===== src/rtl/time_pkg.sv =====
// Shared types and constants for the multiplexed HH:MM display scanner.
package time_pkg;

  typedef enum logic [1:0] {
    D0 = 2'd0,
    D1 = 2'd1,
    D2 = 2'd2,
    D3 = 2'd3
  } digit_e;

  typedef struct packed {
    logic [3:0] tens;
    logic [3:0] ones;
  } bcd_t;

  localparam int unsigned HOUR_MAX = 23;
  localparam int unsigned MIN_MAX  = 59;

  // Segment patterns, {g,f,e,d,c,b,a}, active-low
  localparam logic [6:0] SEG_0     = 7'h40;
  localparam logic [6:0] SEG_1     = 7'h79;
  localparam logic [6:0] SEG_2     = 7'h24;
  localparam logic [6:0] SEG_3     = 7'h30;
  localparam logic [6:0] SEG_4     = 7'h19;
  localparam logic [6:0] SEG_5     = 7'h12;
  localparam logic [6:0] SEG_6     = 7'h02;
  localparam logic [6:0] SEG_7     = 7'h78;
  localparam logic [6:0] SEG_8     = 7'h00;
  localparam logic [6:0] SEG_9     = 7'h10;
  localparam logic [6:0] SEG_DASH  = 7'h3F;
  localparam logic [6:0] SEG_BLANK = 7'h7F;

  // Unrolled subtract-10 conversion; six steps cover the full 6-bit range
  function automatic bcd_t to_bcd(input logic [5:0] v);
    bcd_t       r;
    logic [5:0] rem;
    rem    = v;
    r.tens = 4'd0;
    for (int i = 0; i < 6; i++) begin
      if (rem >= 6'd10) begin
        rem    = rem - 6'd10;
        r.tens = r.tens + 4'd1;
      end
    end
    r.ones = 4'(rem);
    return r;
  endfunction

endpackage


===== src/rtl/seg7_decode.sv =====
// Combinational BCD to active-low 7-segment lookup; non-BCD codes blank.
module seg7_decode
  import time_pkg::*;
(
  input  logic [3:0] bcd,
  output logic [6:0] seg_c
);

  always_comb begin
    seg_c = SEG_BLANK;
    case (bcd)
      4'd0:    seg_c = SEG_0;
      4'd1:    seg_c = SEG_1;
      4'd2:    seg_c = SEG_2;
      4'd3:    seg_c = SEG_3;
      4'd4:    seg_c = SEG_4;
      4'd5:    seg_c = SEG_5;
      4'd6:    seg_c = SEG_6;
      4'd7:    seg_c = SEG_7;
      4'd8:    seg_c = SEG_8;
      4'd9:    seg_c = SEG_9;
      default: seg_c = SEG_BLANK;
    endcase
  end

endmodule


===== src/rtl/time_display_scan.sv =====
// Four-digit HH:MM multiplexed LED scanner with guard band, PWM dimming,
// leading-zero blanking and a blinking colon.
module time_display_scan
  import time_pkg::*;
#(
  parameter int unsigned SCAN_DIV = 1024,
  parameter int unsigned GUARD    = 16,
  parameter int unsigned PWM_BITS = 4
) (
  input  logic                clk,
  input  logic                rstn,
  input  logic [4:0]          hour_now,
  input  logic [5:0]          min_now,
  input  logic                sec_pulse,
  input  logic [PWM_BITS-1:0] brightness,
  input  logic                blank_lz,
  output logic [3:0]          an_n,
  output logic [6:0]          seg_n,
  output logic                dp_n
);

  localparam int unsigned SLOT_W = $clog2(SCAN_DIV);

  digit_e              state_q, state_d;
  logic [SLOT_W-1:0]   slot_cnt;
  logic [PWM_BITS-1:0] pwm_cnt;
  logic                colon;
  logic [4:0]          snap_hour;
  logic [5:0]          snap_min;

  logic       slot_last, active, lit, invalid, blank_d3;
  bcd_t       hour_bcd, min_bcd;
  logic [3:0] digit;
  logic [6:0] digit_seg_c;
  logic [3:0] an_d;
  logic [6:0] seg_d;
  logic       dp_d;

  assign slot_last = (slot_cnt == SLOT_W'(SCAN_DIV - 1));
  assign active    = (slot_cnt >= SLOT_W'(GUARD));
  assign lit       = (&brightness) || (pwm_cnt < brightness);
  assign hour_bcd  = to_bcd(6'(snap_hour));
  assign min_bcd   = to_bcd(snap_min);
  assign invalid   = (snap_hour > 5'(HOUR_MAX)) || (snap_min > 6'(MIN_MAX));
  assign blank_d3  = blank_lz && !invalid && (hour_bcd.tens == 4'd0);

  always_comb begin
    digit = 4'd0;
    case (state_q)
      D3:      digit = hour_bcd.tens;
      D2:      digit = hour_bcd.ones;
      D1:      digit = min_bcd.tens;
      default: digit = min_bcd.ones;
    endcase
  end

  seg7_decode u_seg7_decode (
    .bcd   (digit),
    .seg_c (digit_seg_c)
  );

  // Digit sequencing plus next-cycle output image
  always_comb begin
    state_d = state_q;
    an_d    = 4'hF;
    seg_d   = SEG_BLANK;
    dp_d    = 1'b1;
    if (slot_last) begin
      case (state_q)
        D3:      state_d = D2;
        D2:      state_d = D1;
        D1:      state_d = D0;
        default: state_d = D3;
      endcase
    end
    if (active && !(state_q == D3 && blank_d3)) begin
      an_d[2'(state_q)] = 1'b0;
      if (lit) begin
        seg_d = invalid ? SEG_DASH : digit_seg_c;
        dp_d  = !(state_q == D2 && colon);
      end
    end
  end

  always_ff @(posedge clk or negedge rstn) begin
    if (!rstn) begin
      state_q   <= D3;
      slot_cnt  <= '0;
      pwm_cnt   <= '0;
      colon     <= 1'b0;
      snap_hour <= '0;
      snap_min  <= '0;
      an_n      <= 4'hF;
      seg_n     <= SEG_BLANK;
      dp_n      <= 1'b1;
    end else begin
      state_q  <= state_d;
      slot_cnt <= slot_last ? '0 : slot_cnt + SLOT_W'(1);
      pwm_cnt  <= pwm_cnt + PWM_BITS'(1);
      if (sec_pulse) colon <= ~colon;
      // Frame-start snapshot keeps a frame self-consistent
      if (state_q == D3 && slot_cnt == '0) begin
        snap_hour <= hour_now;
        snap_min  <= min_now;
      end
      an_n  <= an_d;
      seg_n <= seg_d;
      dp_n  <= dp_d;
    end
  end

endmodule


===== config.mk =====
export PLATFORM = sky130hd
export DESIGN_NAME = time_display_scan
export DESIGN_NICKNAME = d
export VERILOG_FILES = /design/src/rtl/time_pkg.sv /design/src/rtl/seg7_decode.sv /design/src/rtl/time_display_scan.sv
export SDC_FILE = /design/constraint.sdc
export NUM_CORES = 1
export LEC_CHECK = 0
export ABC_AREA = 1
export CORE_ASPECT_RATIO = 1.5
export CORE_MARGIN = 5
export CORE_UTILIZATION = 30
export DETAILED_ROUTE_END_ITERATION = 6
export GPL_TIMING_DRIVEN = 0
export HOLD_SLACK_MARGIN = 0.02
export PLACE_DENSITY = 0.55
export REMOVE_ABC_BUFFERS = 1
export SYNTH_ARGS = -nofsm -noshare
export SYNTH_HDL_FRONTEND = slang
export SYNTH_SLANG_ARGS = --single-unit

===== constraint.sdc =====
create_clock -name clk -period 12.21 [get_ports clk]
set_input_delay 3.663 -clock clk [delete_from_list [all_inputs] [get_ports clk]]
set_output_delay 3.663 -clock clk [all_outputs]
set_load 0.1 [all_outputs]

======== Word level (Yosys, flattened, before mapping) ========
Memories as Yosys holds them, arrays and structs flattened.
Cells that the tools add are included.
storage, ports and cells
  register bits after elaboration ......... 40
  ROM bits ................................ 112
  input bits .............................. 19
  output and inout bits ................... 12
  word-level logic and storage cells ...... 108
  memories ................................ 1
cells by class
  add/sub/neg operators ................... 24
  magnitude comparators ................... 18
  equal/unequal tests ..................... 4
  muxes and demuxes ....................... 35
  bitwise gates (word level) .............. 2
  reduce and logical (&&, ||, !) cells .... 15
memories
  memory           words  bits a word  read ports  clocked after Yosys merged registers in  write ports  RTL line           text
  (no name shown)  16     7            1           0                                        0            seg7_decode.sv:11  case (bcd)
operators by type and width
  cell                   number
  $ge 6x4->1 const B     11
  $mux 6                 10
  $sub 6x4->6 const B    9
  $mux 4                 13
  $add 4x1->4 const B    11
  $mux 7                 3
  $pmux 4 s3             1
  $add 10x1->10 const B  1
  $eq 10x10->1 const B   1
  $ge 10x5->1 const B    1
  $logic_not 10->1       1
  $mux 10                1
  $sub 4x4->4 const B    2
  $logic_and 1x1->1      7
  $gt 6x6->1 const B     1
  $pmux 2 s3             1
  $sub 5x4->6 const B    1
  $ge 5x4->1 const B     1
  $gt 5x5->1 const B     1
  $mux 1                 5
  $eq 2x2->1 const B     2
  $logic_not 4->1        1
  $lt 4x4->1             1
  $not 4->4              1
  8 further kinds        11

======== Longest topological paths before layout ========
  depth after elaboration ................. 18
  mapped depth ............................ 57
  depth with buffers taken out ............ 57

======== Cells and area by module ========
From an unflattened synthesis, not the netlist that was laid out.
unflattened totals
  cell total of the unflattened synthesis .. 694
  area total of the unflattened synthesis .. 4,828.4 um2
modules (own cells, without submodules)
  module             instances  cells each  area an instance (um2)  sequential area each (um2)
  time_display_scan  1          659         4,640.7                 1,018.5
  seg7_decode        1          35          187.7                   0.0

======== Worst setup path after synthesis ========
No wires, ideal clock.
  path type ............................... register to register
  from .................................... register snap_hour[2]
  to ...................................... register seg_n[3]
  setup time .............................. 0.060 ns
  arrival time ............................ 5.625 ns
  required time ........................... 12.150 ns
  setup slack ............................. 6.524 ns
  stages on the path, launching flop included .. 52
  path buffers ............................ 0
  clock period less this slack ............ 5.686 ns
  path through ............................ dfrtp_1 -> inv_1 -> ha_1 -> nand3_2 -> nand3_4 -> nand2_1 -> nand2_2 -> inv_1 -> ha_1 -> nand2_1 -> inv_1 -> nand2_1 -> nand4_4 -> nand2_1 -> nand2_2 -> ha_1 -> nand2_1 -> nor2_1 -> [16 not listed] -> nor2_1 -> nand2_2 -> nor2_4 -> nor2_4 -> nand2_4 -> xor2_1 -> inv_1 -> ha_1 -> inv_1 -> nand2_1 -> nand3_1 -> nand3_1 -> nand2_2 -> nand2_4 -> ha_1 -> o21ai_0 -> nand2_1 -> nand2_1
between the ends
  longest elaborated chain between the ends .. 18
  elaborated cells between the ends (all ways) .. 43
  those cells by class .................... add/sub: 11; order compare: 7; mux: 16; reduce/logical: 8; memory: 1
ends and longest elaborated chain
  element                                               RTL line                  text
  start: declaration                                    time_display_scan.sv:28   logic [4:0] snap_hour;
  start signal: assignment                              time_display_scan.sv:103  snap_hour <= hour_now;
  branches (longest 17 deep; another with $sub 5x4->6)  --
  $mux 7 *                                              time_display_scan.sv:76   if (active && !(state_q == D3 && blank_d3)) begin
  named net seg_d[3]                                    time_display_scan.sv:36   logic [6:0] seg_d;
  end signal: assignment                                time_display_scan.sv:107  seg_n <= seg_d;
  end: declaration                                      time_display_scan.sv:18   output logic [6:0] seg_n,
Mark *: on every way through the listed nets, which the timed path passes.
A chain may end at the register's enable or synchronous reset.

======== Worst setup path in the final report ========
  from .................................... register snap_hour[2]
  to ...................................... register seg_n[6]
The elaborated chain is that of the path after synthesis.

==> insert_results.sql <==
INSERT INTO impl_metrics (metric_group, metric, value, unit) VALUES
('die', 'floorplan.rows', '53', ''),
('layout', 'design.final.nets', '716', ''),
('layout', 'multiInputGateArea', '0.00286', 'mm^2'),
('worst_setup_path', 'worstPathRequired', '12430', 'ps'),
('grt', 'grtUsageTotal', '12.0', '%'),
('cts', 'clock_tree.buffer_depth', '2', ''),
('detailed_routing', 'drt_pass1_iterations', '4', ''),
('grt', 'grt_pass1_vias', '3978', ''),
('cts', 'insertion_delay', '290', 'ps'),
('synth', 'synth_cells', '626', ''),
('place', 'globalplace.congestion', '0.854', ''),
('cts', 'post_cts.repair.setup_buffers', '0', ''),
('timing', 'setup_viol', '0', ''),
('layout', 'antenna_cell_count', '0', ''),
('layout', 'fraction_of_layout_cells_with_a_size_suffix_above_1', '16.6', '%'),
('place', 'port_buffers', '30', ''),
('detailed_routing', 'vias_per_std_cell', '4.59', ''),
('synth', 'post_synthesis_sequential_element_count', '40', ''),
('worst_setup_path', 'cp_slowest_stage_delay', '430', 'ps'),
('timing', 'worst_clock_skew', '12.2', 'ps'),
('timing', 'period_minus_slack', '6420', 'ps'),
('power', 'leakagePower', '2.59', 'nW'),
('run', 'max_cap_violations', '0', ''),
('cts', 'clock_sinks', '40', ''),
('synth', 'synth_sequential_area_ratio', '23.7', '%'),
('detailed_routing', 'detailroute.via_count', '3923', ''),
('worst_setup_path', 'timing.critical_path.slowest_stage_cell', 'sky130_fd_sc_hd__dfrtp_1', ''),
('die', 'design.die.area', '0.0169', 'mm^2'),
('cts', 'clk_pin_slew', '60', 'ps'),
('detailed_routing', 'drtAntennaViolNets', '0', ''),
('worst_setup_path', 'worst_setup_path_start_kind', 'flop', ''),
('cts', 'cts_repair_resize_count', '0', ''),
('cts', 'htreeDepth', '2', ''),
('worst_setup_path', 'critPathCaptureType', 'flop', ''),
('timing', 'setup_tns', '0', 'ps'),
('layout', 'syn_to_final_growth', '16.7', '%'),
('synth', 'synth_area', '0.00430', 'mm^2'),
('grt', 'grt_overflow', '0', ''),
('timing', 'final_report_max_slew_violation_count', '0', ''),
('detailed_routing', 'detail_route.wirelength', '9690', 'um'),
('worst_setup_path', 'crit_path_frequent_cell', 'sky130_fd_sc_hd__nand2_1', ''),
('power', 'pwr_density_cell', '303', 'mW/mm^2'),
('die', 'io_pins', '31', ''),
('timing', 'worst_pin_slew', '991', 'ps'),
('cts', 'cts-buffers-inserted', '5', ''),
('layout', 'filler_cells', '1542', ''),
('power', 'vdd_ir_drop_max', '0.126', 'mV'),
('timing', 'slew_headroom', '33.8', '%'),
('worst_hold_path', 'holdCritPathClass', 'flop to flop', ''),
('worst_setup_path', 'crit_path_start', 'snap_hour[2]', ''),
('worst_setup_path', 'timing.critical_path.arrival', '6640', 'ps'),
('cts', 'cts_hold_buffers', '0', ''),
('layout', 'layout.core_utilization', '35.7', '%'),
('layout', 'sequential_cell_area', '0.00102', 'mm^2'),
('detailed_routing', 'drt-initial-drc-count', '107', ''),
('die', 'floorplan.die.height', '157', 'um'),
('timing', 'period_share', '52.6', '%'),
('die', 'die_w', '108', 'um'),
('worst_setup_path', 'setup.worst_path.class', 'flop to flop', ''),
('synth', 'avgSynthCellArea', '6.87', 'um^2'),
('die', 'effective_utilization_at_floorplan', '30.6', '%'),
('timing', 'timing.fmax', '156', 'MHz'),
('grt', 'grt_pass1_wl', '16800', 'um'),
('cts', 'cts_root_buf', 'sky130_fd_sc_hd__clkbuf_16', ''),
('synth', 'synth_warnings', '0', ''),
('grt', 'grt_antenna_before_repair', '0', ''),
('worst_hold_path', 'hold_path_start', 'colon', ''),
('worst_setup_path', 'crit-reg2reg-launch', 'snap_hour[2]', ''),
('synth', 'ys_types', '49', ''),
('outcome', 'outcome', 'finished, final reports clean', ''),
('place', 'detailedPlacementHpwl', '8180', 'um'),
('detailed_routing', 'routed_wire_length_per_instance', '11.3', 'um'),
('cts', 'cts_tree', 'built', ''),
('die', 'coreArea', '0.0141', 'mm^2'),
('worst_setup_path', 'worst-path-max-fanout', '10', ''),
('timing', 'grt_setup_unrepaired', 'no', ''),
('grt', 'grt_max_degree', '27', ''),
('detailed_routing', 'drcViolationCount', '0', ''),
('timing', 'finalHoldViolations', '0', '');
-- placed cells by master, fill, tap and decap left out, drive strengths merged, types with 2 or more instances in the layout --
master / netlist / final
a31oi: 2 / 2
clkdlybuf4s50: 0 / 29
ha: 35 / 35
nor2: 48 / 48
o211ai: 6 / 6
nand2: 210 / 210
o21a: 2 / 2
dfstp: 14 / 14
nor3: 2 / 2
inv: 109 / 110
nand3: 49 / 49
a21oi: 27 / 27
dfrtp: 26 / 26
o21ai: 27 / 27
xnor2: 4 / 4
nand3b: 2 / 2
buf: 0 / 2
xor2: 18 / 18
clkinv: 2 / 2
nand4: 24 / 24
or2: 4 / 4
clkbuf: 2 / 5
a21boi: 3 / 3
-- layout make-up --
| class | count | area share [%] |
|---|---|---|
| multi-input cells | 473 | 56.9 |
| clock buffers | 5 | 2.49 |
| repair buffers | 31 | 6.28 |
| flip-flops and latches | 40 | 20.3 |
| clock inverters | 3 | 0.922 |
| inverters | 111 | 8.30 |
| well taps | 192 | 4.78 |
-- cell usage after synthesis (all sizes together) --
cell / count / area share, %
nand2: 210 / 22
inv: 109 / 9.5
nand3: 49 / 6.7
nor2: 48 / 5.6
ha: 35 / 10
a21oi: 27 / 3.5
o21ai: 27 / 4.1
dfrtp: 26 / 15
nand4: 24 / 4.2
xor2: 18 / 4.0
dfstp: 14 / 8.6
o211ai: 6 / 1.4
or2: 4 / 0.58
xnor2: 4 / 0.81
a21boi: 3 / 0.70
a31oi: 2 / 0.29
clkbuf: 2 / 0.17
clkinv: 2 / 0.17
nand3b: 2 / 0.35
nor3: 2 / 0.23
o21a: 2 / 0.35
a22oi: 1 / 0.17
a32oi: 1 / 0.20
a41oi: 1 / 0.20
and2: 1 / 0.17
and3: 1 / 0.15
mux2: 1 / 0.26
nor4: 1 / 0.15
o22ai: 1 / 0.15
o2bb2ai: 1 / 0.20
o41ai: 1 / 0.20
-- routing by layer --
metal	vias up	wire length, um	GRT usage [%]
li1	2073	-	-
met1	1781	3660	11.4
met2	50	5530	25.3
met3	19	200	1.32
met4	0	292	4.81
met5	-	0	0
-- path summary, 6_finish.rpt --
check                           depth (start not counted)     endpoint  slack [ps]
worst max-delay path                                   55     seg_n[6]        5790
worst min-delay path                                    1         dp_n         480
worst max register to register                         55     seg_n[6]        5790
worst min register to register                          1         dp_n         480
max in group asynchronous                               2   state_q[1]        8360
min in group asynchronous                               1  slot_cnt[1]        3290
-- flip-flops by register name, summed over array words and instances, names as in the netlist --
signal	cells
an_n	4
colon	1
dp_n	1
pwm_cnt	4
seg_n	7
slot_cnt	10
snap_hour	5
snap_min	6
state_q	2
-- power by group --
part | internal, mW | switching, mW
combinational | 0.398 | 0.800
sequential | 0.161 | 0.00622
clock | 0.0973 | 0.0594
total | 0.656 | 0.866
-- critical path: cells and delay by family (launching register included) --
kind,cells,cell delay (ps)
compound gates,1,40
xor+xnor,1,180
fa+ha+maj,7,1320
buf+inv,10,750
flops,1,430
simple gates,36,3620
-- metrics by stage --
stage / cells / hold slack (ps) / cell area, um^2 / worst slack (ps) / power, mW
3_3_place_gp: 846 / 464 / 4830 / 5860 / 1.33
2_1_floorplan: 624 / 421 / 4290 / 6520 / 1.16
5_1_grt: 855 / 497 / 5020 / 5090 / 1.71
3_5_place_dp: 847 / 464 / 4850 / 5740 / 1.37
4_1_cts: 855 / 478 / 5020 / 5710 / 1.54
6_report: 855 / 476 / 5020 / 5790 / 1.52
-- logic make-up (layout without fill, tap and decap cells) --
family / count (synthesis) / after routing / synth area share (%)
buffers and inverters: 113 / 150 / 9.86
XOR/XNOR: 22 / 22 / 4.83
multiplexers: 1 / 1 / 0.262
adder cells (fa/ha/maj): 35 / 35 / 10.2
flip-flops: 40 / 40 / 23.7
AND/OR/NAND/NOR: 342 / 342 / 39.8
AO/OA/AOI/OAI: 73 / 73 / 11.4
(Power assumes the default switching activity.)
